## src/rtl/fpdivsqrt_seq_pkg.sv

```systemverilog
// Shared types and helpers for the FP divide/sqrt sequencer.
package fpu_divsqrt_pkg;

  typedef enum logic [2:0] {
    IDLE  = 3'd0,
    LOAD  = 3'd1,
    ITER  = 3'd2,
    ROUND = 3'd3,
    DONE  = 3'd4
  } statetype;

  localparam logic OP_DIV  = 1'b0;
  localparam logic OP_SQRT = 1'b1;
  localparam logic PREC_DP = 1'b0;
  localparam logic PREC_SP = 1'b1;

  function automatic int iter_count(input logic op_type, input logic prec,
                                    input int div_dp, input int div_sp,
                                    input int sqrt_extra);
    int n;
    n = (prec == PREC_SP) ? div_sp : div_dp;
    if (op_type == OP_SQRT) n = n + sqrt_extra;
    return n;
  endfunction

endpackage

```

## src/rtl/fpdivsqrt_seq_if.sv

```systemverilog
// Issue-side request and completion handshake of the divide/sqrt sequencer.
interface fpdivsqrt_seq_if #(
  parameter int TAGW = 5
) ();
  logic            req_valid;
  logic            req_ready;
  logic            req_op_type;
  logic            req_prec;
  logic [TAGW-1:0] req_tag;
  logic            resp_valid;
  logic            resp_ready;
  logic [TAGW-1:0] resp_tag;

  modport master (
    output req_valid, req_op_type, req_prec, req_tag, resp_ready,
    input  req_ready, resp_valid, resp_tag
  );

  modport slave (
    input  req_valid, req_op_type, req_prec, req_tag, resp_ready,
    output req_ready, resp_valid, resp_tag
  );
endinterface

```

## src/rtl/fpdivsqrt_seq_itercnt.sv

```systemverilog
// Loadable iteration down-counter; reports a 0-based up index and a last flag.
module fpdivsqrt_itercnt #(
  parameter int CNTW = 3
) (
  input  logic            clk,
  input  logic            reset_n,
  input  logic            load,
  input  logic [CNTW-1:0] n,
  input  logic            en,
  output logic [CNTW-1:0] idx,
  output logic            last
);

  logic [CNTW-1:0] top_q;
  logic [CNTW-1:0] rem_q;

  always_ff @(posedge clk) begin
    if (!reset_n) begin
      top_q <= '0;
      rem_q <= '0;
    end else if (load) begin
      top_q <= n - CNTW'(1);
      rem_q <= n - CNTW'(1);
    end else if (en && (rem_q != '0)) begin
      rem_q <= rem_q - CNTW'(1);
    end
  end

  assign idx  = top_q - rem_q;
  assign last = (rem_q == '0);

endmodule

```

## src/rtl/fpdivsqrt_seq.sv

```systemverilog
// Control sequencer for the iterative FP divide/sqrt datapath: load, iterate,
// round, then hold a tagged completion until the consumer takes it.
module fpdivsqrt_seq
  import fpu_divsqrt_pkg::*;
#(
  parameter int DIV_ITER_DP = 4,
  parameter int DIV_ITER_SP = 3,
  parameter int SQRT_EXTRA  = 1,
  parameter int TAGW        = 5,
  parameter int CNTW        = 3
) (
  input  logic            clk,
  input  logic            reset_n,
  input  logic            flush,
  fpdivsqrt_seq_if.slave  bus,
  output logic            dp_load,
  output logic            dp_op_type,
  output logic            dp_prec,
  output logic            dp_iter_en,
  output logic [CNTW-1:0] dp_iter_cnt,
  output logic            dp_round_en,
  output logic            busy
);

  localparam int MAX_ITER =
    ((DIV_ITER_DP > DIV_ITER_SP) ? DIV_ITER_DP : DIV_ITER_SP) + SQRT_EXTRA;

  if ((2 ** CNTW) <= MAX_ITER) begin : g_cntw_check
    $error("CNTW too narrow for the largest iteration count");
  end

  statetype        state, state_n;
  logic            accept;
  logic            op_q, prec_q;
  logic [TAGW-1:0] tag_q;
  logic [CNTW-1:0] n_iter, idx;
  logic            last;

  assign n_iter = CNTW'(iter_count(op_q, prec_q, DIV_ITER_DP, DIV_ITER_SP, SQRT_EXTRA));

  fpdivsqrt_itercnt #(.CNTW(CNTW)) u_itercnt (
    .clk     (clk),
    .reset_n (reset_n),
    .load    (state == LOAD),
    .n       (n_iter),
    .en      (state == ITER),
    .idx     (idx),
    .last    (last)
  );

  always_ff @(posedge clk) begin
    if (!reset_n) begin
      state  <= IDLE;
      op_q   <= OP_DIV;
      prec_q <= PREC_DP;
      tag_q  <= '0;
    end else begin
      state <= state_n;
      if (accept) begin
        op_q   <= bus.req_op_type;
        prec_q <= bus.req_prec;
        tag_q  <= bus.req_tag;
      end
    end
  end

  // Flush outranks everything, including a completion handshake in DONE.
  always_comb begin
    state_n       = state;
    bus.req_ready = ~flush & ((state == IDLE) | ((state == DONE) & bus.resp_ready));
    accept        = bus.req_valid & bus.req_ready;
    case (state)
      IDLE:    if (accept) state_n = LOAD;
      LOAD:    state_n = ITER;
      ITER:    if (last) state_n = ROUND;
      ROUND:   state_n = DONE;
      DONE: begin
        if (accept)              state_n = LOAD;
        else if (bus.resp_ready) state_n = IDLE;
      end
      default: state_n = IDLE;
    endcase
    if (flush) state_n = IDLE;
  end

  assign dp_load        = (state == LOAD);
  assign dp_iter_en     = (state == ITER);
  assign dp_round_en    = (state == ROUND);
  assign dp_iter_cnt    = (state == ITER) ? idx : '0;
  assign dp_op_type     = op_q;
  assign dp_prec        = prec_q;
  assign busy           = (state != IDLE);
  assign bus.resp_valid = (state == DONE);
  assign bus.resp_tag   = tag_q;

  always_ff @(posedge clk) begin
    if (reset_n) begin
      assert (!bus.resp_valid || state == DONE);
      assert (state != ITER || idx < n_iter);
    end
  end

endmodule

```

## src/flat_wrapper.sv

```systemverilog
// flat-port wrapper written by rule: the top's interface ports become plain ports
module fpdivsqrt_seq_flat import fpu_divsqrt_pkg::*;
#(
  parameter int DIV_ITER_DP = 4,
  parameter int DIV_ITER_SP = 3,
  parameter int SQRT_EXTRA  = 1,
  parameter int TAGW        = 5,
  parameter int CNTW        = 3
)
  (clk, reset_n, flush, dp_load, dp_op_type, dp_prec, dp_iter_en, dp_iter_cnt, dp_round_en, busy, bus_req_valid, bus_req_op_type, bus_req_prec, bus_req_tag, bus_resp_ready, bus_req_ready, bus_resp_valid, bus_resp_tag);
  fpdivsqrt_seq_if #(.TAGW(TAGW)) bus_i ();
  input  logic clk;
  input  logic reset_n;
  input  logic flush;
  output logic dp_load;
  output logic dp_op_type;
  output logic dp_prec;
  output logic dp_iter_en;
  output logic [CNTW-1:0] dp_iter_cnt;
  output logic dp_round_en;
  output logic busy;
  input wire logic [$bits(bus_i.req_valid)-1:0] bus_req_valid;
  input wire logic [$bits(bus_i.req_op_type)-1:0] bus_req_op_type;
  input wire logic [$bits(bus_i.req_prec)-1:0] bus_req_prec;
  input wire logic [$bits(bus_i.req_tag)-1:0] bus_req_tag;
  input wire logic [$bits(bus_i.resp_ready)-1:0] bus_resp_ready;
  output wire logic [$bits(bus_i.req_ready)-1:0] bus_req_ready;
  output wire logic [$bits(bus_i.resp_valid)-1:0] bus_resp_valid;
  output wire logic [$bits(bus_i.resp_tag)-1:0] bus_resp_tag;
  assign bus_i.req_valid = bus_req_valid;
  assign bus_i.req_op_type = bus_req_op_type;
  assign bus_i.req_prec = bus_req_prec;
  assign bus_i.req_tag = bus_req_tag;
  assign bus_i.resp_ready = bus_resp_ready;
  assign bus_req_ready = bus_i.req_ready;
  assign bus_resp_valid = bus_i.resp_valid;
  assign bus_resp_tag = bus_i.resp_tag;
  fpdivsqrt_seq #(.DIV_ITER_DP(DIV_ITER_DP), .DIV_ITER_SP(DIV_ITER_SP), .SQRT_EXTRA(SQRT_EXTRA), .TAGW(TAGW), .CNTW(CNTW)) u_core (.clk(clk), .reset_n(reset_n), .flush(flush), .bus(bus_i), .dp_load(dp_load), .dp_op_type(dp_op_type), .dp_prec(dp_prec), .dp_iter_en(dp_iter_en), .dp_iter_cnt(dp_iter_cnt), .dp_round_en(dp_round_en), .busy(busy));
endmodule
```

## config.mk

```make
export PLATFORM = sky130hd
export DESIGN_NAME = fpdivsqrt_seq_flat
export DESIGN_NICKNAME = d
export VERILOG_FILES = /design/src/rtl/fpdivsqrt_seq_pkg.sv /design/src/rtl/fpdivsqrt_seq_if.sv /design/src/rtl/fpdivsqrt_seq_itercnt.sv /design/src/rtl/fpdivsqrt_seq.sv /design/src/flat_wrapper.sv
export SDC_FILE = /design/constraint.sdc
export NUM_CORES = 1
export LEC_CHECK = 0
export BUFFER_PORTS_ARGS = -buffer_cell sky130_fd_sc_hd__buf_2
export CAP_MARGIN = 20
export CORE_MARGIN = 4
export CORE_UTILIZATION = 50
export CTS_BUF_LIST = sky130_fd_sc_hd__clkbuf_8
export CTS_CLUSTER_DIAMETER = 80
export CTS_CLUSTER_SIZE = 12
export DETAILED_ROUTE_END_ITERATION = 10
export PLACE_DENSITY = 0.81
export SKIP_CTS_REPAIR_TIMING = 1
export SLEW_MARGIN = 15
export SYNTH_ARGS = -nofsm -noshare
export SYNTH_HDL_FRONTEND = slang
export SYNTH_SLANG_ARGS = --single-unit
```

## constraint.sdc

```tcl
create_clock -name clk -period 2 [get_ports clk]
set_clock_uncertainty 0.05 [all_clocks]
set_input_delay 0.2 -clock clk [delete_from_list [all_inputs] [get_ports clk]]
set_output_delay 0.2 -clock clk [all_outputs]
set_load 0.05 [all_outputs]
```

==> flow_summary.html <==
<table>
<tr><th>Metric</th><th>Value</th></tr>
<tr><th colspan="2">Clock network</th></tr>
<tr><td>CTS sink cnt</td><td>16</td></tr>
<tr><td>Clock tree buffer depth</td><td>2</td></tr>
<tr><td>Later-pin clock latency in the skew report</td><td>0.24 ns</td></tr>
<tr><td>Clock tree from TritonCTS</td><td>done</td></tr>
<tr><td>Clk pin slew, worst setup/hold paths</td><td>0.06 ns</td></tr>
<tr><td>TritonCTS buffer count</td><td>3</td></tr>
<tr><td>CTS HTree Levels</td><td>1</td></tr>
<tr><td>Clk Tree Root Cell</td><td>clkbuf_8</td></tr>
<tr><th colspan="2">Route</th></tr>
<tr><td>Aggregate routed wire length</td><td>1655 um</td></tr>
<tr><td>Via total after detailed routing</td><td>709</td></tr>
<tr><td>Via-to-Cell Ratio</td><td>4.664</td></tr>
<tr><td>Mean routed wirelength per cell</td><td>10.89 um</td></tr>
<tr><td>Remaining antenna violation count</td><td>0</td></tr>
<tr><td>Initial DRT Pass Iterations</td><td>4</td></tr>
<tr><td>Residual DRC count</td><td>0</td></tr>
<tr><td>Number of DRC violations after detailed-routing iteration 0</td><td>8</td></tr>
<tr><th colspan="2">Layout</th></tr>
<tr><td>Antenna fix cells</td><td>0</td></tr>
<tr><td>Total Nets Final</td><td>146</td></tr>
<tr><td>Count of non-filler cells in the finished layout</td><td>152</td></tr>
<tr><td>End-of-flow core utilization</td><td>66.30%</td></tr>
<tr><td>Fraction of layout instances using a drive strength above 1</td><td>38.58%</td></tr>
<tr><td>Layout area overhead</td><td>26.93%</td></tr>
<tr><td>Most used cells in the layout excluding fill and tap cells</td><td>buf_2, nand2_1, dfxtp_1, inv_1, mux2i_1</td></tr>
<tr><td>Commonest non-fill, non-tap cell in the layout</td><td>buf_2</td></tr>
<tr><th colspan="2">Floorplan</th></tr>
<tr><td>Starting Density</td><td>52.23%</td></tr>
<tr><td>Full die area</td><td>0.002524 mm2</td></tr>
<tr><td>Vertical extent of the die</td><td>50.24 um</td></tr>
<tr><td>Number of I/O pins</td><td>28</td></tr>
<tr><td>Total number of placement rows</td><td>15</td></tr>
<tr><td>Die X-Extent</td><td>50.24 um</td></tr>
<tr><td>Area of the core region</td><td>0.001708 mm2</td></tr>
<tr><th colspan="2">Yosys</th></tr>
<tr><td>Post-Synthesis Cells</td><td>100</td></tr>
<tr><td>Mapped cell area</td><td>892.1 um2</td></tr>
<tr><td>Total of flip-flops plus latches after synthesis</td><td>16</td></tr>
<tr><td>Library cells used by synthesis</td><td>32</td></tr>
<tr><td>Portion of the post-synthesis area used by sequential elements</td><td>35.90%</td></tr>
<tr><td>Number of synthesis warnings</td><td>0</td></tr>
<tr><td>Syn nets</td><td>118</td></tr>
<tr><td>Mean Syn Cell Area</td><td>8.921 um2</td></tr>
<tr><th colspan="2">Global routing</th></tr>
<tr><td>GRT Util Overall</td><td>15.01%</td></tr>
<tr><td>Largest net degree at the start of global routing</td><td>23</td></tr>
<tr><td>Met1 layer usage reported by global route</td><td>19.15%</td></tr>
<tr><td>Initial antenna violation count</td><td>0</td></tr>
<tr><td>Via count of the first global-routing pass</td><td>710</td></tr>
<tr><td>Met3 track utilization from global routing</td><td>2.967%</td></tr>
<tr><td>Most Used Layer, Global Route</td><td>met2</td></tr>
<tr><td>Sum of overflow across all layers after global routing</td><td>0</td></tr>
<tr><td>Met2 Track Usage GR</td><td>24.13%</td></tr>
<tr><td>Wire length of the first global-routing pass</td><td>2980 um</td></tr>
<tr><th colspan="2">Worst setup path</th></tr>
<tr><td>Slack of the worst reg-to-reg path</td><td>0.14 ns</td></tr>
<tr><td>Reg-to-reg endpoint</td><td>u_core.u_itercnt.rem_q[1]$_SDFFE_PN0P_</td></tr>
<tr><td>Launching element of the worst setup path</td><td>u_core.u_itercnt.top_q[0]$_SDFFE_PN0P_</td></tr>
<tr><td>Startpoint type of the worst setup path</td><td>flip-flop</td></tr>
<tr><td>Reg2reg start</td><td>u_core.u_itercnt.rem_q[0]$_SDFFE_PN0P_</td></tr>
<tr><td>Worst setup path endpoint</td><td>dp_iter_cnt[2]</td></tr>
<tr><td>Required time of the critical path</td><td>1.75 ns</td></tr>
<tr><td>Critical-path maximum fanout</td><td>2</td></tr>
<tr><td>Critical path data arrival time</td><td>1.73 ns</td></tr>
<tr><td>Worst setup path category</td><td>flip-flop to output port</td></tr>
<tr><td>Capturing element type of the critical path</td><td>output port</td></tr>
<tr><td>Count of cells along the worst register-to-register path</td><td>6</td></tr>
<tr><th colspan="2">STA</th></tr>
<tr><td>Period utilisation layout</td><td>99.07%</td></tr>
<tr><td>Setup slack of the critical path after layout</td><td>0.01861 ns</td></tr>
<tr><td>RSZ-0062 raised after global routing</td><td>true</td></tr>
<tr><td>Fin Hold WS</td><td>0.1452 ns</td></tr>
<tr><td>Maximum clock frequency</td><td>0.5047 GHz</td></tr>
<tr><td>Final Hold Violating Endpoints</td><td>0</td></tr>
<tr><td>Slew headroom</td><td>71.44%</td></tr>
<tr><td>Tightest Pin Transition</td><td>0.4284 ns</td></tr>
<tr><td>Final Slew Violations</td><td>0</td></tr>
<tr><td>Final setup violating endpoints</td><td>0</td></tr>
<tr><td>Min Tclk post-route</td><td>1.981 ns</td></tr>
<tr><th colspan="2">Placed design</th></tr>
<tr><td>Cell count after placement</td><td>148</td></tr>
<tr><td>HPWL reported at the end of detailed placement</td><td>1279 um</td></tr>
<tr><td>Weighted congestion at the end of routability-driven global placement</td><td>0.7612</td></tr>
<tr><td>Worst slack at placement</td><td>0.1919 ns</td></tr>
<tr><td>Number of I/O port buffers</td><td>27</td></tr>
<tr><th colspan="2">Run status</th></tr>
<tr><td>Status</td><td>completed</td></tr>
<tr><th colspan="2">Power and ir drop</th></tr>
<tr><td>Sw Ratio</td><td>27.33%</td></tr>
<tr><td>Pwr Total</td><td>777.4 uW</td></tr>
<tr><td>Clk network pwr share</td><td>36.2%</td></tr>
<tr><td>Switching power summed over all nets</td><td>212.4 uW</td></tr>
<tr><td>Power per Cell Area</td><td>686.5 mW/mm2</td></tr>
<tr><td>Maximum vdd ir drop</td><td>0.0004502 V</td></tr>
<tr><td>Total internal power</td><td>564.9 uW</td></tr>
<tr><td>Sequential Power Share</td><td>44.2%</td></tr>
<tr><td>Leak Pwr</td><td>0.5078 nW</td></tr>
<tr><td>Relative contribution of combinational cells to total power</td><td>19.6%</td></tr>
<tr><th colspan="2">Run</th></tr>
<tr><td>Max-Cap Viols</td><td>0</td></tr>
<tr><th colspan="2">Hold path</th></tr>
<tr><td>HP Class</td><td>input pin to flip-flop</td></tr>
</table>
[cell families (layout without fill, tap and decap cells)]
group / Yosys count / in the layout / share of synthesized area, %
compound gates: 10 / 10 / 6.451
xor+xnor: 3 / 3 / 2.946
buf+inv: 15 / 42 / 10.52
simple gates: 41 / 41 / 24.55
mux: 9 / 9 / 10.38
flops: 16 / 16 / 35.90
fa+ha+maj: 6 / 6 / 9.257
[registers in the layout, indices dropped and copies added, names as in the netlist]
name                    cells
u_core.bus.resp_tag         5
u_core.state                3
u_core.u_itercnt.rem_q      3
u_core.dp_prec              1
u_core.u_itercnt.top_q      3
u_core.dp_op_type           1
[power groups by stage]
stage	Sequential (mW)	Combinational [mW]	Clock, mW
6_report	0.344	0.152	0.281
5_1_grt	0.345	0.168	0.307
2_1_floorplan	0.373	0.0916	0
3_3_place_gp	0.349	0.144	0
3_5_place_dp	0.349	0.148	0
4_1_cts	0.342	0.149	0.291
[worst min-delay path by stage]
stage                                                    from                                  end  slack (ns)  depth (start not counted)
final                                          bus_req_tag[4]  u_core.bus.resp_tag[4]$_SDFFE_PN0P_        0.15                          3
after global routing                             bus_req_prec          u_core.dp_prec$_SDFFE_PN0P_        0.15                          3
after CTS                                      bus_req_tag[4]  u_core.bus.resp_tag[4]$_SDFFE_PN0P_        0.14                          3
after detailed placement  u_core.bus.resp_tag[2]$_SDFFE_PN0P_  u_core.bus.resp_tag[2]$_SDFFE_PN0P_        0.40                          2
after global placement    u_core.bus.resp_tag[2]$_SDFFE_PN0P_  u_core.bus.resp_tag[2]$_SDFFE_PN0P_        0.39                          2
after floorplan                                bus_req_tag[0]  u_core.bus.resp_tag[0]$_SDFFE_PN0P_        0.29                          2
[cell usage after synthesis]
cell / count / area, um2
mux2_2: 2 / 22.52
nor4b_1: 1 / 8.760
dfxtp_1: 16 / 320.3
clkbuf_1: 1 / 3.750
dlygate4sd1_1: 1 / 8.760
buf_4: 1 / 7.510
and3_1: 1 / 6.260
nor4b_4: 1 / 23.77
buf_6: 2 / 22.52
xnor2_1: 3 / 26.28
nor4bb_1: 1 / 10.01
mux2i_1: 7 / 70.07
nand2_1: 22 / 82.58
fa_1: 1 / 20.02
nand3_1: 1 / 5.000
a21boi_1: 2 / 15.01
nor2_1: 6 / 22.52
buf_2: 1 / 5.000
nor4_1: 1 / 6.260
o21bai_1: 1 / 7.510
or3_2: 1 / 7.510
nor3b_1: 1 / 7.510
nand2b_1: 1 / 6.260
clkinv_8: 1 / 16.27
a21oi_1: 3 / 15.01
o21ai_0: 4 / 20.02
or3b_1: 1 / 8.760
inv_1: 8 / 30.03
ha_1: 5 / 62.56
nor2b_1: 1 / 6.260
and3b_2: 1 / 10.01
nand3b_1: 1 / 7.510
[routing by layer]
layer	vias up	part of all wire (%)
li1	378	-
met5	-	0
met1	310	48
met4	0	0
met3	0	5.3
met2	21	47
[critical path, cell delays in order, from the launching register on]
cell and delay, ns:
dfxtp_2 0.33, inv_2 0.04, ha_4 0.15, fa_2 0.39, xnor2_2 0.15, xnor2_1 0.13, nor2_2 0.12, buf_6 0.17
[stage by stage]
step                      cell area [um2]  TNS (ns)
after detailed placement             1046         0
after CTS                            1101  -0.08427
final                                1132         0
after floorplan                     905.9         0
after global routing                 1132  -0.05867
after global placement               1046         0
[area by class of cell]
type                            count  area (um2)
Multi-Input combinational cell     69       520.5
Sequential cell                    16       322.8
Inverter                            9       46.29
Tap cell                           25       31.28
Fill cell                         138       575.6
Clock buffer                        4       55.05
Timing Repair Buffer               29       156.4
(Power assumes the default switching activity.)
